==> src/rtl/rtc_pkg.sv <==
// Shared types, field limits and wrap helpers for the RTC timekeeper.
package rtc_pkg;

    typedef enum logic [1:0] {
        FLD_SEC  = 2'd0,
        FLD_MIN  = 2'd1,
        FLD_HR   = 2'd2,
        FLD_NONE = 2'd3
    } field_e;

    localparam logic [7:0] SEC_MAX = 8'd59;
    localparam logic [7:0] MIN_MAX = 8'd59;
    localparam logic [7:0] HR_MAX  = 8'd23;

    function automatic logic [7:0] wrap_inc(
        input logic [7:0] v,
        input logic [7:0] max
    );
        return (v >= max) ? 8'd0 : v + 8'd1;
    endfunction

    function automatic logic [7:0] wrap_dec(
        input logic [7:0] v,
        input logic [7:0] max
    );
        return (v == 8'd0) ? max : v - 8'd1;
    endfunction

endpackage

==> src/rtl/rtc_timekeeper_btn.sv <==
// Button synchroniser chain followed by a rising-edge detector.
import rtc_pkg::*;

module btn_sync_edge #(
    parameter int SYNC_STAGES = 2
) (
    input  logic CLK,
    input  logic RST,
    input  logic i_btn,
    output logic o_pulse
);

    logic [SYNC_STAGES-1:0] r_sync;
    logic                   r_prev;

    always_ff @(posedge CLK or negedge RST) begin
        if (!RST) begin
            r_sync <= '0;
            r_prev <= 1'b0;
        end else begin
            r_sync <= {r_sync[SYNC_STAGES-2:0], i_btn};
            r_prev <= r_sync[SYNC_STAGES-1];
        end
    end

    assign o_pulse = r_sync[SYNC_STAGES-1] & ~r_prev;

endmodule

==> src/rtl/rtc_timekeeper.sv <==
// Real-time clock core: prescaled seconds/minutes/hours with button set,
// hold, 12/24h display and one-shot alarm.
import rtc_pkg::*;

module rtc_timekeeper #(
    parameter int CLOCK_FREQ  = 50000000,
    parameter int SYNC_STAGES = 2
) (
    input  logic       CLK,
    input  logic       RST,
    input  logic       INC,
    input  logic       DEC,
    input  logic [1:0] FIELD,
    input  logic       HOLD,
    input  logic       MODE_12H,
    input  logic       ALARM_EN,
    input  logic [4:0] ALARM_HH,
    input  logic [5:0] ALARM_MM,
    output logic [7:0] seconds,
    output logic [7:0] minutes,
    output logic [7:0] hours,
    output logic       pm,
    output logic       sec_tick,
    output logic       alarm_hit
);

    localparam int PRESC_W = (CLOCK_FREQ > 1) ? $clog2(CLOCK_FREQ) : 1;
    localparam logic [PRESC_W-1:0] PRESC_TC = PRESC_W'(CLOCK_FREQ - 1);

    logic [PRESC_W-1:0] r_presc;
    logic [7:0]         r_sec, r_min, r_hr;
    logic               r_tick_d, r_alarm_d;

    logic               w_inc_p, w_dec_p;
    logic               w_edit, w_term, w_tick, w_alarm;
    logic [7:0]         w_sec_n, w_min_n, w_hr_n, w_disp_hr;
    logic [PRESC_W-1:0] w_presc_n;

    btn_sync_edge #(.SYNC_STAGES(SYNC_STAGES)) u_inc (
        .CLK     (CLK),
        .RST     (RST),
        .i_btn   (INC),
        .o_pulse (w_inc_p)
    );

    btn_sync_edge #(.SYNC_STAGES(SYNC_STAGES)) u_dec (
        .CLK     (CLK),
        .RST     (RST),
        .i_btn   (DEC),
        .o_pulse (w_dec_p)
    );

    assign w_edit = (w_inc_p ^ w_dec_p) && (field_e'(FIELD) != FLD_NONE);
    assign w_term = !HOLD && (r_presc == PRESC_TC);
    // A manual edit in the terminal cycle swallows the tick entirely.
    assign w_tick = w_term && !w_edit;

    always_comb begin
        w_sec_n = r_sec;
        w_min_n = r_min;
        w_hr_n  = r_hr;
        if (w_edit) begin
            case (field_e'(FIELD))
                FLD_SEC: w_sec_n = w_inc_p ? wrap_inc(r_sec, SEC_MAX)
                                           : wrap_dec(r_sec, SEC_MAX);
                FLD_MIN: w_min_n = w_inc_p ? wrap_inc(r_min, MIN_MAX)
                                           : wrap_dec(r_min, MIN_MAX);
                FLD_HR:  w_hr_n  = w_inc_p ? wrap_inc(r_hr, HR_MAX)
                                           : wrap_dec(r_hr, HR_MAX);
                default: ;
            endcase
        end else if (w_tick) begin
            w_sec_n = wrap_inc(r_sec, SEC_MAX);
            if (r_sec == SEC_MAX) begin
                w_min_n = wrap_inc(r_min, MIN_MAX);
                if (r_min == MIN_MAX)
                    w_hr_n = wrap_inc(r_hr, HR_MAX);
            end
        end
    end

    always_comb begin
        w_presc_n = r_presc + 1'b1;
        if (HOLD || w_term || (w_edit && field_e'(FIELD) == FLD_SEC))
            w_presc_n = '0;
    end

    assign w_alarm = w_tick && ALARM_EN && (w_sec_n == 8'd0)
                  && (w_min_n == {2'b00, ALARM_MM})
                  && (w_hr_n == {3'b000, ALARM_HH});

    always_comb begin
        w_disp_hr = r_hr;
        if (MODE_12H) begin
            if (r_hr == 8'd0)
                w_disp_hr = 8'd12;
            else if (r_hr > 8'd12)
                w_disp_hr = r_hr - 8'd12;
        end
    end

    always_ff @(posedge CLK or negedge RST) begin
        if (!RST) begin
            r_presc   <= '0;
            r_sec     <= 8'd0;
            r_min     <= 8'd0;
            r_hr      <= 8'd0;
            r_tick_d  <= 1'b0;
            r_alarm_d <= 1'b0;
        end else begin
            r_presc   <= w_presc_n;
            r_sec     <= w_sec_n;
            r_min     <= w_min_n;
            r_hr      <= w_hr_n;
            r_tick_d  <= w_tick;
            r_alarm_d <= w_alarm;
        end
    end

    // Output stage: pulses are delayed to line up with the displayed value.
    always_ff @(posedge CLK or negedge RST) begin
        if (!RST) begin
            seconds   <= 8'd0;
            minutes   <= 8'd0;
            hours     <= 8'd0;
            pm        <= 1'b0;
            sec_tick  <= 1'b0;
            alarm_hit <= 1'b0;
        end else begin
            seconds   <= r_sec;
            minutes   <= r_min;
            hours     <= w_disp_hr;
            pm        <= (r_hr >= 8'd12);
            sec_tick  <= r_tick_d;
            alarm_hit <= r_alarm_d;
        end
    end

endmodule
==> config.mk <==
export PLATFORM = sky130hd
export DESIGN_NAME = rtc_timekeeper
export DESIGN_NICKNAME = d
export VERILOG_FILES = /design/src/rtl/rtc_pkg.sv /design/src/rtl/rtc_timekeeper_btn.sv /design/src/rtl/rtc_timekeeper.sv
export SDC_FILE = /design/constraint.sdc
export NUM_CORES = 1
export LEC_CHECK = 0
export ABC_AREA = 1
export BUFFER_PORTS_ARGS = -buffer_cell sky130_fd_sc_hd__buf_2
export CAP_MARGIN = 10
export CORE_AREA = 5 5 142 90
export CTS_BUF_LIST = sky130_fd_sc_hd__clkbuf_4
export DETAILED_ROUTE_END_ITERATION = 6
export DIE_AREA = 0 0 147 95
export PLACE_DENSITY = 0.63
export SYNTH_ARGS = -nofsm -noshare
export SYNTH_HDL_FRONTEND = slang
export SYNTH_SLANG_ARGS = --single-unit
==> constraint.sdc <==
create_clock -name CLK -period 2.8 [get_ports CLK]
set_clock_uncertainty 0.05 [all_clocks]
set_input_delay 0 -clock CLK [delete_from_list [all_inputs] [get_ports CLK]]
set_output_delay 0 -clock CLK [all_outputs]
set_load 0.03 [all_outputs]
==> Implementation_results.wiki, run 1 <==
{| class="wikitable"
! Metric !! Value
|-
| Result of the run || complete, no violations
|-
| Overflow after GRT || 0
|-
| Ranking of synthesized cells by instance count || sky130_fd_sc_hd__nand2_1 (200), sky130_fd_sc_hd__inv_1 (106), sky130_fd_sc_hd__nor2_1 (88)
|-
| Floorplan die height || 95 µm
|-
| Origin of the worst setup path || r_hr[2]
|-
| Area of the core || 11500 µm²
|-
| Post-synth top area share || 0.388
|-
| Worst R2R Setup Slack || 0.24 ns
|-
| Number of nets in the final layout || 859
|-
| Seq cells post-synth || 85
|-
| Routed length per instance || 14.7 µm
|-
| Slew Limit Headroom || 0.577
|-
| Worst-case hold slack || 0.0183 ns
|-
| TritonCTS clock tree || yes
|-
| Total placed instance area || 5820 µm²
|-
| Post-DP HPWL || 10400 µm
|-
| Fraction of registers with async set/reset || 1.00
|-
| Number of flops mapped to enable cells by yosys || 0
|-
| Netlist area before placement || 5490 µm²
|-
| Final routed DRC violation total || 0
|-
| Number of distinct library cells after synthesis || 43
|-
| Slew at the pin closest to its max-slew limit || 0.634 ns
|-
| Synth area leader || sky130_fd_sc_hd__dfrtp_1
|-
| Gate Count Post-Synth || 761
|-
| FMAX || 390 MHz
|-
| Final Instance Area || 6170 µm²
|-
| Fin Setup TNS || 0 ns
|-
| Root buffer cell || sky130_fd_sc_hd__clkbuf_4
|-
| Maximum level of the CTS H-tree || 3
|-
| Critical path peak fanout || 9
|-
| Maximum number of pins on one net before global-route repair || 86
|-
| Switching power total || 0.00190 W
|-
| Number of antenna violations at the first check in global routing || 0
|-
| Via count of the first global-routing pass || 4794
|-
| Prevailing post-synth register cell || sky130_fd_sc_hd__dfrtp_1
|-
| Drt initial violations || 576
|-
| Hold violation total from the final report || 0
|-
| Placed cell count || 943
|-
| Slack of the critical path || 0.237 ns
|-
| Pre-CTS setup slack || 0.232 ns
|-
| Clk pin slew, worst setup/hold paths || 0.15 ns
|-
| Sequential area share after synthesis || 0.388
|-
| Total setup violations reported at the end of the flow || 0
|-
| Placer's final routability congestion estimate || 1.02
|-
| Origin of the critical flop-to-flop path || r_hr[2]
|-
| RSZ-0062 raised after global routing || false
|-
| Number of buffers inserted by port buffering || 46
|-
| Width of the chip || 147 µm
|-
| # IOs || 47
|-
| Final cycle utilization of the critical path || 0.915
|-
| Kind of critical path || register to register
|-
| Post-route ant nets || 0
|-
| Mean Syn Cell Area || 7.21 µm²
|-
| Data arrival time of the critical path || 2.91 ns
|-
| Number of vias in the routed layout || 5127
|-
| Layout Area Growth over Synthesis || 12.6%
|-
| Synthesized Nets || 793
|-
| Combinational power share || 0.416
|-
| Row Count || 31
|-
| R2R Path End || r_alarm_d
|-
| Share of cells above drive strength 1 || 0.138
|-
| Skew-Pair Late Insertion Delay || 0.46 ns
|-
| # clock sinks || 85
|-
| Portion of total power attributed to sequential cells || 0.413
|-
| Global-route wire length before repair || 24000 µm
|-
| Post-route insts no fill || 980
|-
| Static power due to leakage || 3.12 nW
|-
| Deepest clock path buffer count || 2
|-
| Clock network fraction of design power || 0.171
|-
| Total Routed Length || 14400 µm
|-
| Switching part of the total power || 0.456
|-
| Startpoint Class || register
|-
| Most frequently used cell type in the post-synthesis netlist || sky130_fd_sc_hd__nand2_1
|-
| Category of the worst setup path capture point || register
|-
| Critical Path End || r_alarm_d
|-
| Path category of the worst min-delay check || primary input to asynchronous set/reset pin
|-
| Initial Utilization || 0.476
|-
| Internal || 0.00226 W
|-
| Total Routing Usage GR || 0.216
|-
| Cells on worst reg2reg path || 15
|-
| Count of TritonRoute iterations in the first routing pass || 5
|-
| Leading post-synthesis cells by cell area || sky130_fd_sc_hd__dfrtp_1 (39%), sky130_fd_sc_hd__nand2_1 (14%), sky130_fd_sc_hd__inv_1 (7.3%)
|-
| Clock buffer count from CTS || 9
|-
| Diode count || 0
|-
| Required @ worst endpoint || 3.15 ns
|-
| Final critical path time including I/O delays and setup || 2.56 ns
|-
| Power per unit of standard cell area || 674 nW/µm²
|-
| Detail-routed via count per cell || 5.23
|-
| Pins Over Slew Limit || 0
|-
| Max IR drop VDD || 0.000300 V
|-
| Ys Warns || 0
|-
| MaxCap Viol Count || 0
|-
| Floorplan die area || 14000 µm²
|}
per-stage QoR:
stage	util	power, W
after floorplan	-	0.00295
after global placement	0.505	0.00342
after detailed placement	0.505	0.00341
after CTS	0.533	0.00416
after global routing	0.536	0.00448
final	0.536	0.00416
cell usage in the layout (no fill, tap or decap), drive strengths merged, types with 2 or more instances in the layout:
cell type      n
o21ai         33
buf           54
a211oi         3
a21oi         31
nand2        208
o22ai          3
o21a           3
inv          114
nand3b         9
xor2          18
nor2         104
clkbuf         9
nand4         14
and3           2
nand3         73
dlygate4sd3   18
xnor2          2
clkinv         5
nor3          15
dfrtp         85
ha            12
o211ai         9
power groups by stage:
stage               clock network (W)  registers, W  logic (W)
CTS                          0.000743       0.00171    0.00170
floorplan                           0       0.00182    0.00112
finish                       0.000713       0.00172    0.00173
global route                 0.000791       0.00176    0.00193
global placement                    0       0.00173    0.00169
detailed placement                  0       0.00174    0.00167
registers in the layout, indices dropped and copies added, names as in the netlist:
| name | flops |
|---|---|
| r_presc | 26 |
| r_tick_d | 1 |
| u_inc.r_sync | 2 |
| u_dec.r_prev | 1 |
| r_min | 8 |
| pm | 1 |
| seconds | 8 |
| alarm_hit | 1 |
| minutes | 8 |
| u_dec.r_sync | 2 |
| r_hr | 8 |
| sec_tick | 1 |
| r_alarm_d | 1 |
| u_inc.r_prev | 1 |
| hours | 8 |
| r_sec | 8 |
what timing repair did:
action / CTS / global route
hold endpoints to repair: 100 / 0
setup endpoints to repair: 0 / 1
buffers inserted: 0 / 2
hold buffers: 18 / 0
gates resized for setup: 0 / 3
area by class of cell:
type                       count  area [µm²]
sequential                    85        2130
fill                        1117        5350
timing repair buffer          72         485
clock buffer                   9        67.6
multi-input combinational    545        2810
tap                          148         185
clock inverter                 7        66.3
inverter                     114         433
critical path, cell delays in order, from the launching register on:
cell and delay, ns:
sky130_fd_sc_hd__dfrtp_1 0.54, sky130_fd_sc_hd__inv_1 0.20, sky130_fd_sc_hd__ha_1 0.28, sky130_fd_sc_hd__nand2_1 0.06, sky130_fd_sc_hd__nand3b_1 0.23, sky130_fd_sc_hd__nand2_1 0.17
sky130_fd_sc_hd__nand2_1 0.09, sky130_fd_sc_hd__nand2_1 0.08, sky130_fd_sc_hd__a21oi_1 0.06, sky130_fd_sc_hd__a21oi_1 0.21, sky130_fd_sc_hd__nand3_1 0.10, sky130_fd_sc_hd__nor2_1 0.10
sky130_fd_sc_hd__nand3_1 0.07, sky130_fd_sc_hd__nor2_1 0.10, sky130_fd_sc_hd__nand2_1 0.07, sky130_fd_sc_hd__nor2_1 0.09
metal layers:
| metal | vias to the layer above | global-route usage | routed length (µm) |
|---|---|---|---|
| li1 | 2550 | - | - |
| met1 | 2336 | 0.337 | 7430 |
| met2 | 219 | 0.295 | 5630 |
| met3 | 22 | 0.0571 | 1240 |
| met4 | 0 | 0.0512 | 142 |
| met5 | - | 0 | 0 |
worst min path at each step:
stage / start / to / depth (start not counted)
3_5_place_dp: INC / u_inc.r_sync[0] / 1
3_3_place_gp: INC / u_inc.r_sync[0] / 1
2_1_floorplan: RST / alarm_hit / 0
6_report: RST / u_inc.r_sync[0] / 2
4_1_cts: ALARM_EN / r_alarm_d / 9
5_1_grt: RST / u_inc.r_sync[0] / 2
logic make-up after synthesis:
logic type / synth area share
flops: 0.388
buf+inv: 0.101
xor+xnor: 0.0319
simple gates: 0.365
fa+ha+maj: 0.0274
compound gates: 0.0871
Power figures use the tool's default switching activity.
==> run 2: changes to the inputs <==
Settings changed: BUFFER_PORTS_ARGS -buffer_cell sky130_fd_sc_hd__buf_2 to default, CTS_BUF_LIST sky130_fd_sc_hd__clkbuf_4 to default, DONT_BUFFER_PORTS from default to 1, PLACE_DENSITY 0.63 to 0.6.
==> run 2 against run 1 <==
Cell area fell by 1.0%. Critical endpoint unchanged. Highest routed layer unchanged. Combinational power fell by 21%. Non-clock buffer count fell by 46. Clock power rose by 56%. Largest cell class unchanged. Fmax fell by 2.7%.
==> Implementation_results.wiki, run 2 (synthesis gave the netlist of run 1 again) <==
{| class="wikitable"
! Metric !! Value
|-
| Placer's final routability congestion estimate || 0.957
|-
| Cells along the critical path || inv_1 > ha_1 > nand2_1 > nand3b_1 > nand2_1 > o22ai_1 > o21ai_0 > nand2_1 > nand2_1 > nand2_1 > nor2_1 > nand3_1 > nor2_1
|-
| Result of the run || complete, no violations
|-
| Area of the core || 11500 µm²
|-
| Pins Over Slew Limit || 0
|-
| Deepest clock path buffer count || 2
|-
| Share of cells above drive strength 1 || 0.0891
|-
| Total Routed Length || 14200 µm
|-
| MaxCap Viol Count || 0
|-
| Maximum number of pins on one net before global-route repair || 86
|-
| Final critical path time including I/O delays and setup || 2.63 ns
|-
| Area of combinational cells with multiple inputs || 2810 µm²
|-
| Routed length per instance || 15.2 µm
|-
| Power per unit of standard cell area || 730 nW/µm²
|-
| Detail-routed via count per cell || 5.27
|-
| Floorplan die area || 14000 µm²
|-
| Top library cells by usage in the layout, fill and taps aside || sky130_fd_sc_hd__nand2_1 (200), sky130_fd_sc_hd__inv_1 (106), sky130_fd_sc_hd__nor2_1 (87)
|-
| Levels on crit path || 13
|-
| Width of the chip || 147 µm
|-
| Row Count || 31
|-
| Count of TritonRoute iterations in the first routing pass || 5
|-
| Commonest non-fill, non-tap cell in the layout || sky130_fd_sc_hd__nand2_1
|-
| Overflow after GRT || 0
|-
| Max IR drop VDD || 0.000417 V
|-
| Total setup violations reported at the end of the flow || 0
|-
| Floorplan die height || 95 µm
|-
| Critical Path End || r_alarm_d
|-
| R2R Path End || r_alarm_d
|-
| Static power due to leakage || 2.98 nW
|-
| Total placed instance area || 5590 µm²
|-
| Root buffer cell || sky130_fd_sc_hd__clkbuf_16
|-
| # IOs || 47
|-
| Number of antenna violations at the first check in global routing || 0
|-
| Dominant cell type by count on the critical path || sky130_fd_sc_hd__nand2_1
|-
| Kind of critical path || register to register
|-
| Number of vias in the routed layout || 4922
|-
| Gate family responsible for the most delay along the worst path || simple AND/OR/NAND/NOR gates
|-
| Max FFs per register || 26
|-
| Clk pin slew, worst setup/hold paths || 0.07 ns
|-
| Origin of the worst setup path || r_hr[2]
|-
| Cells on worst reg2reg path || 13
|-
| Final Instance Area || 6110 µm²
|-
| Post-DP HPWL || 10400 µm
|-
| Largest stage delay, worst path || 0.51 ns
|-
| Buffer and inverter count on the worst path || 1
|-
| Layout Area Growth over Synthesis || 11.4%
|-
| # clock sinks || 85
|-
| Diode count || 0
|-
| Register ranked first by flip-flop count || r_presc
|-
| Number of nets in the final layout || 813
|-
| Slew at the pin closest to its max-slew limit || 0.609 ns
|-
| Required @ worst endpoint || 3.01 ns
|-
| Global-route wire length before repair || 23500 µm
|-
| Number of instances on the worst hold path || 5
|-
| Storage cell area || 2130 µm²
|-
| Final cycle utilization of the critical path || 0.940
|-
| Startpoint Class || register
|-
| Initial Utilization || 0.476
|-
| Slowest cell on crit path || sky130_fd_sc_hd__dfrtp_1
|-
| Fin Setup TNS || 0 ns
|-
| Clock buffer count from CTS || 9
|-
| Via count of the first global-routing pass || 4450
|-
| Final routed DRC violation total || 0
|-
| Post-route ant nets || 0
|-
| Category of the worst setup path capture point || register
|-
| FMAX || 380 MHz
|-
| Slew Limit Headroom || 0.591
|-
| Fill cells || 1123
|-
| Skew-Pair Late Insertion Delay || 0.34 ns
|-
| Drt initial violations || 468
|-
| Data arrival time of the critical path || 2.84 ns
|-
| Number of buffers inserted by port buffering || 0
|-
| Critical path peak fanout || 9
|-
| Worst R2R Setup Slack || 0.17 ns
|-
| Maximum level of the CTS H-tree || 3
|-
| RSZ-0062 raised after global routing || false
|-
| Path category of the worst min-delay check || primary input to register
|-
| Total Routing Usage GR || 0.213
|-
| Origin of the critical flop-to-flop path || r_hr[2]
|-
| Hold violation total from the final report || 0
|-
| TritonCTS clock tree || yes
|}
## run 2: worst reg2reg max path: cells and delay by family (launching register included)
kind                       cells  cell delay (ns)
DFF                            1             0.51
buffers and inverters          1             0.20
adders and majority gates      1             0.27
and+or+nand+nor                9             1.16
AOI/OAI and AO/OA              2             0.36
## run 2: layout make-up
class	instances	share of cell area
multi-input combinational	545	0.460
sequential	85	0.348
inverter	114	0.0708
timing repair buffer	26	0.0450
clock buffer	10	0.0375
tap	148	0.0303
clock inverter	6	0.00778
## run 2: through the flow
stage               setup slack [ns]  hold slack [ns]  power (W)   util  cells
floorplan                      0.793           -0.346    0.00295      -    761
global placement               0.281           -0.342    0.00328  0.485    897
detailed placement             0.236           -0.343    0.00326  0.485    897
CTS                            0.200         0.000444    0.00445  0.528    933
global route                 0.00906           0.0541    0.00479  0.530    934
finish                         0.167           0.0111    0.00446  0.530    934
## run 2: routing by layer
layer	share of wire	track usage
met2	0.37	0.277
met1	0.55	0.350
met4	0.0068	0.0380
met3	0.072	0.0484
met5	0	0
## run 2: what timing repair did
action	4_1_cts	5_1_grt
hold buffers	20	0
endpoints found under the setup margin	0	1
endpoints found under the hold margin	115	0
resized for setup	0	3
buffers inserted	0	1
## run 2: power by group
part	switching (W)	internal [W]	leakage [nW]	total, W
logic	0.000889	0.000472	1.78	0.00136
registers	0.000546	0.00144	1.08	0.00199
clock network	0.000500	0.000607	0.122	0.00111
total	0.00193	0.00252	2.98	0.00446
## run 2: worst min path at each step
stage	end	slack, ns	from
final	r_min[5]	0.01	FIELD[0]
after floorplan	alarm_hit	-0.35	RST
after detailed placement	r_presc[0]	-0.34	RST
after global placement	r_presc[0]	-0.34	RST
after CTS	r_min[5]	0.0004	FIELD[0]
after global routing	r_sec[6]	0.05	FIELD[1]
==> run 3: changes to the inputs <==
Clock period 2.8 ns to 3.3 ns, I/O delays scaled along.
==> run 3 against run 2 <==
Clock-buffer cell count decreased by 1. Wire length up 0.44%. Worst hold slack better by 0.030 ns. Largest cell class unchanged. Highest routed layer unchanged.
==> Implementation_results.wiki, run 3 (synthesis gave the netlist of run 1 again) <==
{| class="wikitable"
! Metric !! Value
|-
| Cells on worst reg2reg path || 18
|-
| Combinational power share || 0.297
|-
| Total Routing Usage GR || 0.211
|-
| Routed length per instance || 15.3 µm
|-
| Deepest clock path buffer count || 2
|-
| Pre-CTS setup slack || 0.682 ns
|-
| Detail-routed via count per cell || 5.35
|-
| Clock buffer count from CTS || 9
|-
| Floorplan die area || 14000 µm²
|-
| Post-route insts no fill || 933
|-
| # IOs || 47
|-
| Storage cell area || 2130 µm²
|-
| Layout Area Growth over Synthesis || 11.4%
|-
| Max FFs per register || 26
|-
| Number of nets in the final layout || 812
|-
| Number of vias in the routed layout || 4991
|-
| MaxCap Viol Count || 0
|-
| Kind of critical path || register to register
|-
| Worst-case hold slack || 0.0407 ns
|-
| Clk pin slew, worst setup/hold paths || 0.06 ns
|-
| Clock network fraction of design power || 0.267
|-
| Width of the chip || 147 µm
|-
| Final cycle utilization of the critical path || 0.929
|-
| TritonCTS clock tree || yes
|-
| Fill cells || 1145
|-
| Slack of the critical path || 0.235 ns
|-
| Critical hold path startpoint || ALARM_MM[1]
|-
| Row Count || 31
|-
| Final critical path time including I/O delays and setup || 3.07 ns
|-
| Slew Limit Headroom || 0.601
|-
| Static power due to leakage || 3.00 nW
|-
| Total setup violations reported at the end of the flow || 0
|-
| Floorplan die height || 95 µm
|-
| Slew at the pin closest to its max-slew limit || 0.597 ns
|-
| Number of antenna violations at the first check in global routing || 0
|-
| Count of TritonRoute iterations in the first routing pass || 5
|-
| Root buffer cell || sky130_fd_sc_hd__clkbuf_16
|-
| Commonest non-fill, non-tap cell in the layout || sky130_fd_sc_hd__nand2_1
|-
| Number of gates given a new drive strength after cts || 0
|-
| Drt initial violations || 546
|-
| Startpoint Class || register
|-
| Hold EP || r_alarm_d
|-
| Top library cells by usage in the layout, fill and taps aside || sky130_fd_sc_hd__nand2_1 (200), sky130_fd_sc_hd__inv_1 (106), sky130_fd_sc_hd__nor2_1 (88)
|-
| Switching power total || 0.00166 W
|-
| Number of buffers inserted by port buffering || 0
|-
| Area of the core || 11500 µm²
|-
| RSZ-0062 raised after global routing || false
|-
| Post-DP HPWL || 10400 µm
|-
| Skew-Pair Late Insertion Delay || 0.34 ns
|-
| Overflow after GRT || 0
|-
| Share of cells above drive strength 1 || 0.0866
|-
| Maximum level of the CTS H-tree || 3
|-
| FMAX || 326 MHz
|-
| Worst R2R Setup Slack || 0.23 ns
|-
| Global-route wire length before repair || 23400 µm
|-
| Initial Utilization || 0.476
|-
| Hold violation total from the final report || 0
|-
| Placer's final routability congestion estimate || 0.936
|-
| Number of instances on the worst hold path || 5
|-
| Post-route ant nets || 0
|-
| Placed cell count || 895
|-
| Area of combinational cells with multiple inputs || 2820 µm²
|-
| Switching part of the total power || 0.428
|-
| Origin of the worst setup path || u_inc.r_sync[1]
|-
| Power per unit of standard cell area || 636 nW/µm²
|-
| Max IR drop VDD || 0.000265 V
|-
| Maximum number of pins on one net before global-route repair || 86
|-
| Via count of the first global-routing pass || 4474
|-
| Portion of total power attributed to sequential cells || 0.436
|-
| Pins Over Slew Limit || 0
|-
| Register ranked first by flip-flop count || r_presc
|-
| Origin of the critical flop-to-flop path || u_inc.r_sync[1]
|-
| Fin Setup TNS || 0 ns
|-
| Data arrival time of the critical path || 3.25 ns
|-
| # clock sinks || 85
|-
| Total Routed Length || 14200 µm
|-
| Critical path peak fanout || 12
|-
| Category of the worst setup path capture point || register
|-
| Internal || 0.00222 W
|-
| Final routed DRC violation total || 0
|-
| Path category of the worst min-delay check || primary input to register
|-
| Result of the run || complete, no violations
|-
| Required @ worst endpoint || 3.49 ns
|-
| Diode count || 0
|-
| Final design utilization || 0.530
|-
| R2R Path End || r_alarm_d
|}
## run 3: what timing repair did
item | in CTS | in global routing
hold endpoints to repair | 115 | 0
hold buffers | 19 | 0
buffers inserted | 0 | 2
endpoints found under the setup margin | 0 | 1
## run 3: critical path, cell delays in order (launching register included)
cell and delay (ns):
sky130_fd_sc_hd__dfrtp_1 0.39, sky130_fd_sc_hd__inv_2 0.06, sky130_fd_sc_hd__nor2_4 0.27, sky130_fd_sc_hd__nand2_1 0.21, sky130_fd_sc_hd__nand3_4 0.22, sky130_fd_sc_hd__nand2_4 0.11
sky130_fd_sc_hd__inv_6 0.10, sky130_fd_sc_hd__nand3_4 0.14, sky130_fd_sc_hd__nor2_4 0.19, sky130_fd_sc_hd__nand2_1 0.07, sky130_fd_sc_hd__nand3_1 0.09, sky130_fd_sc_hd__nand2_1 0.09
sky130_fd_sc_hd__nand2_1 0.07, sky130_fd_sc_hd__nand2_1 0.09, sky130_fd_sc_hd__nand2_1 0.08, sky130_fd_sc_hd__nor2_1 0.04, sky130_fd_sc_hd__dlygate4sd3_1 0.55, sky130_fd_sc_hd__nand2_1 0.08
sky130_fd_sc_hd__nor2_1 0.04
## run 3: stage by stage
step                cell area [µm²]  total power, W
global placement               5570         0.00278
CTS                            6090         0.00388
detailed placement             5570         0.00277
floorplan                      5490         0.00250
finish                         6110         0.00389
global route                   6110         0.00415
## run 3: worst max-delay path by stage
stage,to,cells past startpoint
2_1_floorplan,r_alarm_d,13
3_3_place_gp,r_alarm_d,14
3_5_place_dp,r_alarm_d,16
4_1_cts,r_alarm_d,17
5_1_grt,r_alarm_d,18
6_report,r_alarm_d,18
## run 3: routing by layer
layer,wire (µm),vias up,global-route usage
li1,-,2467,-
met1,7540,2284,0.334
met2,5200,213,0.272
met3,1280,27,0.0638
met4,220,0,0.0496
met5,0,-,0
## run 3: power groups by stage
stage	clock network [W]	registers (W)	logic, W
floorplan	0	0.00155	0.000954
global placement	0	0.00171	0.00107
detailed placement	0	0.00171	0.00106
CTS	0.00106	0.00169	0.00113
global route	0.00110	0.00172	0.00133
finish	0.00104	0.00169	0.00116
## run 3: layout make-up
| class | count | area share |
|---|---|---|
| inverter | 114 | 0.0708 |
| clock inverter | 7 | 0.0131 |
| clock buffer | 9 | 0.0369 |
| sequential | 85 | 0.348 |
| timing repair buffer | 24 | 0.0401 |
| tap | 148 | 0.0303 |
| multi-input combinational | 546 | 0.461 |
